--- config.mk ---
export PLATFORM = sky130hd
export DESIGN_NAME = lb_prom_arb
export DESIGN_NICKNAME = d
export VERILOG_FILES = /design/src/rtl/lb_prom_arb.sv
export SDC_FILE = /design/constraint.sdc
export NUM_CORES = 1
export LEC_CHECK = 0
export CAP_MARGIN = 20
export CELL_PAD_IN_SITES_DETAIL_PLACEMENT = 0
export CELL_PAD_IN_SITES_GLOBAL_PLACEMENT = 1
export CORE_MARGIN = 5
export CORE_UTILIZATION = 43
export CTS_BUF_LIST = sky130_fd_sc_hd__clkbuf_4
export DETAILED_ROUTE_END_ITERATION = 7
export PLACE_DENSITY_LB_ADDON = 0.1
export SLEW_MARGIN = 0
export SYNTH_ARGS = -nofsm -noshare
export SYNTH_HDL_FRONTEND = slang
export SYNTH_SLANG_ARGS = --single-unit
--- constraint.sdc ---
create_clock -name clk_lb -period 16.2 [get_ports clk_lb]
set_input_delay 4.05 -clock clk_lb [delete_from_list [all_inputs] [get_ports clk_lb]]
set_output_delay 4.05 -clock clk_lb [all_outputs]
set_load 0.01 [all_outputs]
--- src/rtl/lb_prom_arb.sv ---
// Two-master round-robin arbiter for the SPI PROM LocalBus port, with per-master lock.
// Latency: request pulse -> PROM pulse two edges later on an idle bus; read data one cycle after prom_rd_rdy.
// Backpressure: none upstream; each master has a 1-deep pending buffer, and overflow drops the request and sets ovf.
//
// Ports: clk_lb/reset (async, active-high); mN_* master request/lock/read-return (N=0 host, N=1 on-chip);
//        prom_* shared PROM LocalBus port; busy/ovf status per master; ovf_clr clears sticky ovf.
// Optional feature: define LB_PROM_ARB_TIMEOUT_EN to force read completion with TO_DATA after TIMEOUT_CYC wait cycles.
module lb_prom_arb #(
    parameter int unsigned  TIMEOUT_CYC = 4096,
    parameter logic [31:0]  TO_DATA     = 32'hDEADBEEF
) (
    input  logic        clk_lb,
    input  logic        reset,
    input  logic        m0_wr,
    input  logic        m0_rd,
    input  logic [31:0] m0_addr,
    input  logic [31:0] m0_wr_d,
    input  logic        m0_lock,
    output logic [31:0] m0_rd_d,
    output logic        m0_rd_rdy,
    input  logic        m1_wr,
    input  logic        m1_rd,
    input  logic [31:0] m1_addr,
    input  logic [31:0] m1_wr_d,
    input  logic        m1_lock,
    output logic [31:0] m1_rd_d,
    output logic        m1_rd_rdy,
    output logic        prom_wr,
    output logic        prom_rd,
    output logic [31:0] prom_addr,
    output logic [31:0] prom_wr_d,
    input  logic [31:0] prom_rd_d,
    input  logic        prom_rd_rdy,
    output logic [1:0]  busy,
    output logic [1:0]  ovf,
    input  logic        ovf_clr
);

    typedef enum logic [1:0] {IDLE, ISSUE, RD_WAIT} state_t;

    state_t      state_q, state_d;

    logic [1:0]  in_wr, in_rd, in_lock;
    logic [31:0] in_addr [2];
    logic [31:0] in_dat  [2];

    logic [1:0]  pend_q, pend_wr_q;
    logic [31:0] pend_addr_q [2];
    logic [31:0] pend_dat_q  [2];

    logic        last_q;      // last granted master; doubles as lock owner
    logic        owned_q;     // set once any grant has happened, so lock has a real owner
    logic        prom_wr_q, prom_rd_q;
    logic [31:0] prom_addr_q, prom_wr_d_q;
    logic [1:0]  rd_rdy_q;
    logic [31:0] rd_d_q [2];
    logic [1:0]  ovf_q;

    logic        gnt_vld, gnt_idx;
    logic        rtn_vld;
    logic [31:0] rtn_dat;
    logic [1:0]  consumed, load_en, ovf_set;

    assign in_wr   = {m1_wr, m0_wr};
    assign in_rd   = {m1_rd, m0_rd};
    assign in_lock = {m1_lock, m0_lock};
    assign in_addr[0] = m0_addr;
    assign in_addr[1] = m1_addr;
    assign in_dat[0]  = m0_wr_d;
    assign in_dat[1]  = m1_wr_d;

`ifdef LB_PROM_ARB_TIMEOUT_EN
    logic [31:0] to_cnt_q;

    always_ff @(posedge clk_lb or posedge reset) begin
        if (reset) begin
            to_cnt_q <= '0;
        end else if (state_q == RD_WAIT) begin
            to_cnt_q <= to_cnt_q + 32'd1;
        end else begin
            to_cnt_q <= '0;
        end
    end
`else
    logic unused_cfg;
    assign unused_cfg = (TIMEOUT_CYC == 0) ^ (TO_DATA == 32'd0);
`endif

    // Next state, grant selection and read-return decision.
    always_comb begin
        state_d = state_q;
        gnt_vld = 1'b0;
        gnt_idx = last_q;
        rtn_vld = 1'b0;
        rtn_dat = prom_rd_d;
        case (state_q)
            IDLE: begin
                if (owned_q && in_lock[last_q]) begin
                    // Locked owner keeps the bus; the other master waits.
                    gnt_vld = pend_q[last_q];
                    gnt_idx = last_q;
                end else if (pend_q == 2'b11) begin
                    gnt_vld = 1'b1;
                    gnt_idx = ~last_q;
                end else if (pend_q[0]) begin
                    gnt_vld = 1'b1;
                    gnt_idx = 1'b0;
                end else if (pend_q[1]) begin
                    gnt_vld = 1'b1;
                    gnt_idx = 1'b1;
                end
                if (gnt_vld) begin
                    state_d = ISSUE;
                end
            end
            ISSUE: begin
                state_d = prom_rd_q ? RD_WAIT : IDLE;
            end
            RD_WAIT: begin
                if (prom_rd_rdy) begin
                    rtn_vld = 1'b1;
                    state_d = IDLE;
                end
`ifdef LB_PROM_ARB_TIMEOUT_EN
                else if (to_cnt_q == 32'(TIMEOUT_CYC - 1)) begin
                    rtn_vld = 1'b1;
                    rtn_dat = TO_DATA;
                    state_d = IDLE;
                end
`endif
            end
            default: state_d = IDLE;
        endcase
    end

    // Capture / drop decisions; a grant edge frees the buffer for a same-cycle request.
    always_comb begin
        consumed = '0;
        load_en  = '0;
        ovf_set  = '0;
        for (int n = 0; n < 2; n++) begin
            consumed[n] = gnt_vld && (gnt_idx == 1'(n));
            load_en[n]  = (in_wr[n] | in_rd[n]) & (~pend_q[n] | consumed[n]);
            ovf_set[n]  = (in_wr[n] & in_rd[n])
                        | ((in_wr[n] | in_rd[n]) & pend_q[n] & ~consumed[n]);
        end
    end

    always_ff @(posedge clk_lb or posedge reset) begin
        if (reset) begin
            state_q <= IDLE;
        end else begin
            state_q <= state_d;
        end
    end

    always_ff @(posedge clk_lb or posedge reset) begin
        if (reset) begin
            pend_q      <= '0;
            pend_wr_q   <= '0;
            last_q      <= 1'b1;
            owned_q     <= 1'b0;
            prom_wr_q   <= 1'b0;
            prom_rd_q   <= 1'b0;
            prom_addr_q <= '0;
            prom_wr_d_q <= '0;
            rd_rdy_q    <= '0;
            ovf_q       <= '0;
            for (int n = 0; n < 2; n++) begin
                pend_addr_q[n] <= '0;
                pend_dat_q[n]  <= '0;
                rd_d_q[n]      <= '0;
            end
        end else begin
            prom_wr_q <= 1'b0;
            prom_rd_q <= 1'b0;
            rd_rdy_q  <= '0;
            if (gnt_vld) begin
                prom_wr_q   <= pend_wr_q[gnt_idx];
                prom_rd_q   <= ~pend_wr_q[gnt_idx];
                prom_addr_q <= pend_addr_q[gnt_idx];
                prom_wr_d_q <= pend_dat_q[gnt_idx];
                last_q      <= gnt_idx;
                owned_q     <= 1'b1;
            end
            if (rtn_vld) begin
                rd_rdy_q[last_q] <= 1'b1;
                rd_d_q[last_q]   <= rtn_dat;
            end
            for (int n = 0; n < 2; n++) begin
                if (load_en[n]) begin
                    pend_q[n]      <= 1'b1;
                    pend_wr_q[n]   <= in_wr[n];   // write wins a simultaneous wr+rd
                    pend_addr_q[n] <= in_addr[n];
                    pend_dat_q[n]  <= in_dat[n];
                end else if (consumed[n]) begin
                    pend_q[n] <= 1'b0;
                end
            end
            ovf_q <= (ovf_q & ~{2{ovf_clr}}) | ovf_set;
        end
    end

    assign prom_wr   = prom_wr_q;
    assign prom_rd   = prom_rd_q;
    assign prom_addr = prom_addr_q;
    assign prom_wr_d = prom_wr_d_q;
    assign m0_rd_d   = rd_d_q[0];
    assign m1_rd_d   = rd_d_q[1];
    assign m0_rd_rdy = rd_rdy_q[0];
    assign m1_rd_rdy = rd_rdy_q[1];
    assign busy      = pend_q;
    assign ovf       = ovf_q;

endmodule
* After elaboration in Yosys (flattened, before gate mapping)
Index checks and enable logic that the tools add are counted.
W data, S select, Z words.
** Operators by class
- $lt $le $gt $ge :: 6
- Eq/ne operators :: 5
- Mux-type cells :: 41
- Bitwise gates (word level) :: 26
- Reduce and logical (&&, ||, !) cells :: 9
** Operators by type and width (count)
- $mux W32 :: 7
- $bwmux W64 :: 1
- $demux W32 S1 :: 1
- $mux W1 :: 26
- $and A1 B1 Y1 :: 8
- $mux W2 :: 4
- $not A1 Y1 :: 7
- $or A1 B1 Y1 :: 6
- $pmux W2 S3 :: 1
- $logic_and A1 B1 Y1 :: 5
- $eq A2 B2 Y1 const B :: 2
- $ge A2 B2 Y1 const B :: 2
- $lt A1 B2 Y1 const B :: 2
- $ne A2 B2 Y1 const B :: 2
- $not A1 Y2 :: 2
- $reduce_bool A2 Y1 :: 2
- $and A2 B2 Y2 :: 1
- $eq A2 B1 Y1 const B :: 1
- $logic_not A2 Y1 :: 1
- $lt A2 B1 Y1 const B :: 1
- $not A2 Y2 :: 1
- $or A2 B2 Y2 :: 1
- $reduce_and A2 Y1 :: 1
- $demux W1 S1 :: 1
- $ge A1 B1 Y1 const B :: 1
** Storage, ports and cells
- Register bits :: 270
- Output and inout bits :: 136

* Depth between registers and ports, before layout
- Word-level depth :: 11
- Gate-level depth with buffers :: 8

* Worst setup path after synthesis
Ideal clock, no wire load.
- Kind :: input port to flip-flop
- From :: input port m1_lock
- To :: register pend_addr_q[32] (netlist bit)
- Library setup time :: 0.125 ns
- Data arrival time :: 5.567 ns
- Data required time :: 16.075 ns
- Setup slack :: 10.508 ns
- Stages :: 5
- Path buffers :: 1
- Cell sequence :: a211o_1 a32o_2 o32ai_4 buf_6 mux2_4
** On the way
- Longest elaborated chain between the ends :: 9
** RTL lines
- from (decl) :: line 25 : input logic m1_lock,
- $mux W1 (implied by the code) * (2 in series) :: line 98 : if (owned_q && in_lock[last_q]) begin
- $logic_and A1 B1 Y1 * :: line 98
- $mux W1 :: line 98
- $mux W1 :: line 96 : case (state_q)
- $mux W1 / $not A1 Y1 (equally long branches) :: line 96, 142
- $logic_and A1 B1 Y1 * :: line 142 : consumed[n] = gnt_vld && (gnt_idx == 1'(n));
- $or A1 B1 Y1 * :: line 143 : load_en[n] = (in_wr[n] | in_rd[n]) & (~pend_q[n] | consumed[n]);
- $and A1 B1 Y1 * :: line 143
- to (signal, indexed assignment) :: line 194 : pend_addr_q[n] <= in_addr[n];
- to (decl) :: line 48 : logic [31:0] pend_addr_q [2];
Mark *: on every way between the ends. The rest lies on a longest branch, timed or not. The select of a mux whose other input is x is not followed.
A chain may end at the register's enable or synchronous reset.

* Final worst setup path
- From :: input port m1_lock
- To :: register pend_addr_q[23] (netlist bit)
** On the way
- Longest elaborated chain between the ends :: 9
** RTL lines (line)
- $mux W1 (implied by the code) * (2 in series) :: 98
- $logic_and A1 B1 Y1 * :: 98
- $mux W1 :: 98
- $mux W1 (2 in series) :: 96
- $logic_and A1 B1 Y1 * :: 142
- $or A1 B1 Y1 * :: 143
- $and A1 B1 Y1 * :: 143
Marks and branches as above.

==> results.py <==
metrics = {
    "clock_tree": {
        "htree_levels": 3,
        "clock-sinks": 270,
        "clk_pin_slew_worst_paths_ns": 0.06,
        "cts_buffers": 73,
        "cts_hold_buffers": 0,
        "cts_tree": "yes",
        "cts_resized": 0,
        "clock_path_buffers": 3,
        "clkLatencyLatePin_ns": 0.65,
        "cts_setup_buffers": 0,
        "clockRootBuffer": "clkbuf_4",
    },
    "place": {
        "io_buffers": 305,
        "post_dp_cell_area_mm2": 0.0144,
        "dp_hpwl_um": 19800,
        "dp_slack_ns": 9.11,
        "place.gp.congestion": 0.778,
    },
    "grt": {
        "antenna_found_initial": 6,
        "grt_usage": 0.200,
        "gr-total-overflow": 0,
        "grt_pass1_vias": 8250,
        "grt_start_max_net_pins": 121,
        "grt_pass1_wl_um": 46100,
    },
    "critical_path": {
        "path_class": "primary input to register",
        "crit_family": "compound AO/OA/AOI/OAI gates",
        "startpoint_type": "primary input",
        "path_cells": "clkdlybuf4s50_1 -> nand2_1 -> a311o_1 -> a21oi_4 -> buf_4 -> mux2_2",
        "cp.required_ns": 16.73,
        "slowest_delay_ns": 0.69,
        "endpoint_kind": "register",
        "worst_ep_arrival_time_ns": 6.93,
        "slowest_stage": "a21oi_4",
        "crit_path_max_fanout": 42,
        "cp_num_buf_inv": 2,
    },
    "timing": {
        "hold_ws_ns": 0.497,
        "fin_crit_sh": 0.396,
        "hold_violations": 0,
        "grt_setup_unrepaired": "false",
        "setup_viol": 0,
        "period_needed_ns": 6.41,
        "clock.fmax_mhz": 156,
        "report.final.slew_viol_count": 0,
        "tightest_slew_ns": 0.945,
        "layout_setup_ws_ns": 9.79,
        "relSlewSlack": 0.369,
        "finClkSkew_ns": 0.0292,
        "tns_ns": 0,
    },
    "route": {
        "avgViaCountPerCell": 5.12,
        "drt_iter0_markers": 313,
        "drtPass1Iterations": 4,
        "route.vias.total": 7962,
        "antenna_left": 0,
        "remaining_drc_errors": 0,
        "drt_wl_total_um": 29700,
        "detail_route.wl_per_cell_um": 19.1,
    },
    "synthesis": {
        "synthTopCellsByArea": "dfrtp_1 60%, mux2_2 13%, mux2_4 8.1%",
        "synthArstFlopShare": 1.00,
        "yosysWarnings": 0,
        "synth_top_area_frac": 0.604,
        "netlist.top_cell.by_area": "dfrtp_1",
        "synth_area_mm2": 0.0111,
        "synth_seq_cells": 270,
        "synthesis.nets": 1010,
        "yosysMostFrequentCell": "dfrtp_1",
        "avgSynthCellArea_um2": 13.3,
        "yosysUniqueCellTypes": 36,
        "syn_inst": 840,
        "synth_seq_area_share": 0.607,
        "synth-edff-count": 0,
        "synth_ff_type": "dfrtp_1",
        "synth_commonest_cells": "269 x dfrtp_1, 132 x mux2_2, 68 x nand3_1, 67 x nor2_1",
    },
    "floorplanning": {
        "die_area_mm2": 0.0292,
        "die_x_um": 171,
        "row_count": 59,
        "initial_core_util": 0.432,
        "ios": 306,
        "die_y_um": 171,
        "core_area_mm2": 0.0258,
    },
    "final_layout": {
        "area.growth.synth_to_final_pct": 38.0,
        "drive_gt1_frac": 0.275,
        "stdcell_area_mm2": 0.0154,
        "nNetsFinal": 1339,
    },
    "power_and_ir_drop": {
        "peakVddDrop_uv": 95.9,
        "leakage_nw": 6.57,
        "pwr_density_cell_mw_per_mm2": 215,
        "finalPower_mw": 3.30,
    },
    "flow_run": {
        "maxCapViolCount": 0,
    },
    "min_path": {
        "worstHoldPathType": "register to register",
    },
    "run_status": {
        "status": "completed",
    },
}
## cell type report
type	count	area [µm²]
Antenna cell	2	5.00
Clock buffer	111	833
Clock inverter	12	101
Fill cell	2202	10400
Inverter	8	40.0
Multi-Input combinational cell	498	4040
Sequential cell	270	6760
Tap cell	335	419
Timing Repair Buffer	318	3170
## power by group
group	internal, mW	switching, mW	leakage (nW)
Combinational	0.819	0.663	2.83
Sequential	1.03	0.186	3.18
Clock	0.341	0.267	0.559
## registers in the layout, summed over array words and instances, names as in the netlist, 2 cells and up
signal       cells
pend_addr_q     64
pend_dat_q      64
m0_rd_d         32
ovf              2
m1_rd_d         32
state_q          2
prom_addr       32
pend_wr_q        2
prom_wr_d       32
busy             2
rd_rdy_q         2
## stage by stage
stage                     cells  utilization
after floorplan             840            -
after global placement     1428        0.559
after detailed placement   1428        0.559
after CTS                  1551        0.595
after global routing       1554        0.596
final                      1554        0.596
## worst reg2reg max path: cells and delay by family, from the launching register on
kind | cells | cell delay (ns)
mux | 1 | 0.45
flops | 1 | 0.61
buf+inv | 1 | 0.64
compound gates | 2 | 1.11
simple gates | 1 | 0.20
## placed cells by master, fill, tap and decap left out, types with 6 or more instances in the layout
| cell type | synthesis | routed |
|---|---|---|
| o21ai_0 | 66 | 66 |
| dfrtp_1 | 269 | 269 |
| mux2_4 | 60 | 60 |
| nand2_1 | 7 | 7 |
| buf_4 | 0 | 12 |
| clkinv_1 | 0 | 7 |
| nand3_1 | 68 | 66 |
| clkbuf_4 | 0 | 111 |
| inv_1 | 7 | 6 |
| mux2_2 | 132 | 132 |
| clkdlybuf4s50_1 | 0 | 305 |
| a31oi_1 | 66 | 65 |
| nor2_1 | 67 | 67 |
## cell families after synthesis
group           count (synthesis)  synth area share
flops                         270             0.607
mux                           192             0.214
simple gates                  156            0.0643
compound gates                150            0.0817
buf+inv                        72            0.0328
## final timing paths
kind                                             from                     endpoint  slack (ns)  depth (start not counted)
setup / recovery                              m1_lock  pend_addr_q[23]$_DFFE_PP0P_        9.79                          6
hold / removal             pend_dat_q[28]$_DFFE_PP0P_   pend_dat_q[28]$_DFFE_PP0P_        0.50                          1
setup reg to reg                   last_q$_DFFE_PP1N_  pend_addr_q[23]$_DFFE_PP0P_       13.09                          5
hold reg to reg            pend_dat_q[28]$_DFFE_PP0P_   pend_dat_q[28]$_DFFE_PP0P_        0.50                          1
max in group asynchronous                       reset  pend_addr_q[45]$_DFFE_PP0P_       10.81                          3
min in group asynchronous                       reset      m0_rd_d[13]$_DFFE_PP0P_        3.99                          2
## per-layer routing
metal	vias to the layer above	track usage	routed length, µm
li1	3713	-	-
met1	3908	0.266	13100
met2	286	0.308	13400
met3	47	0.0774	2670
met4	8	0.0555	499
met5	-	0	55
(Power assumes the default switching activity.)
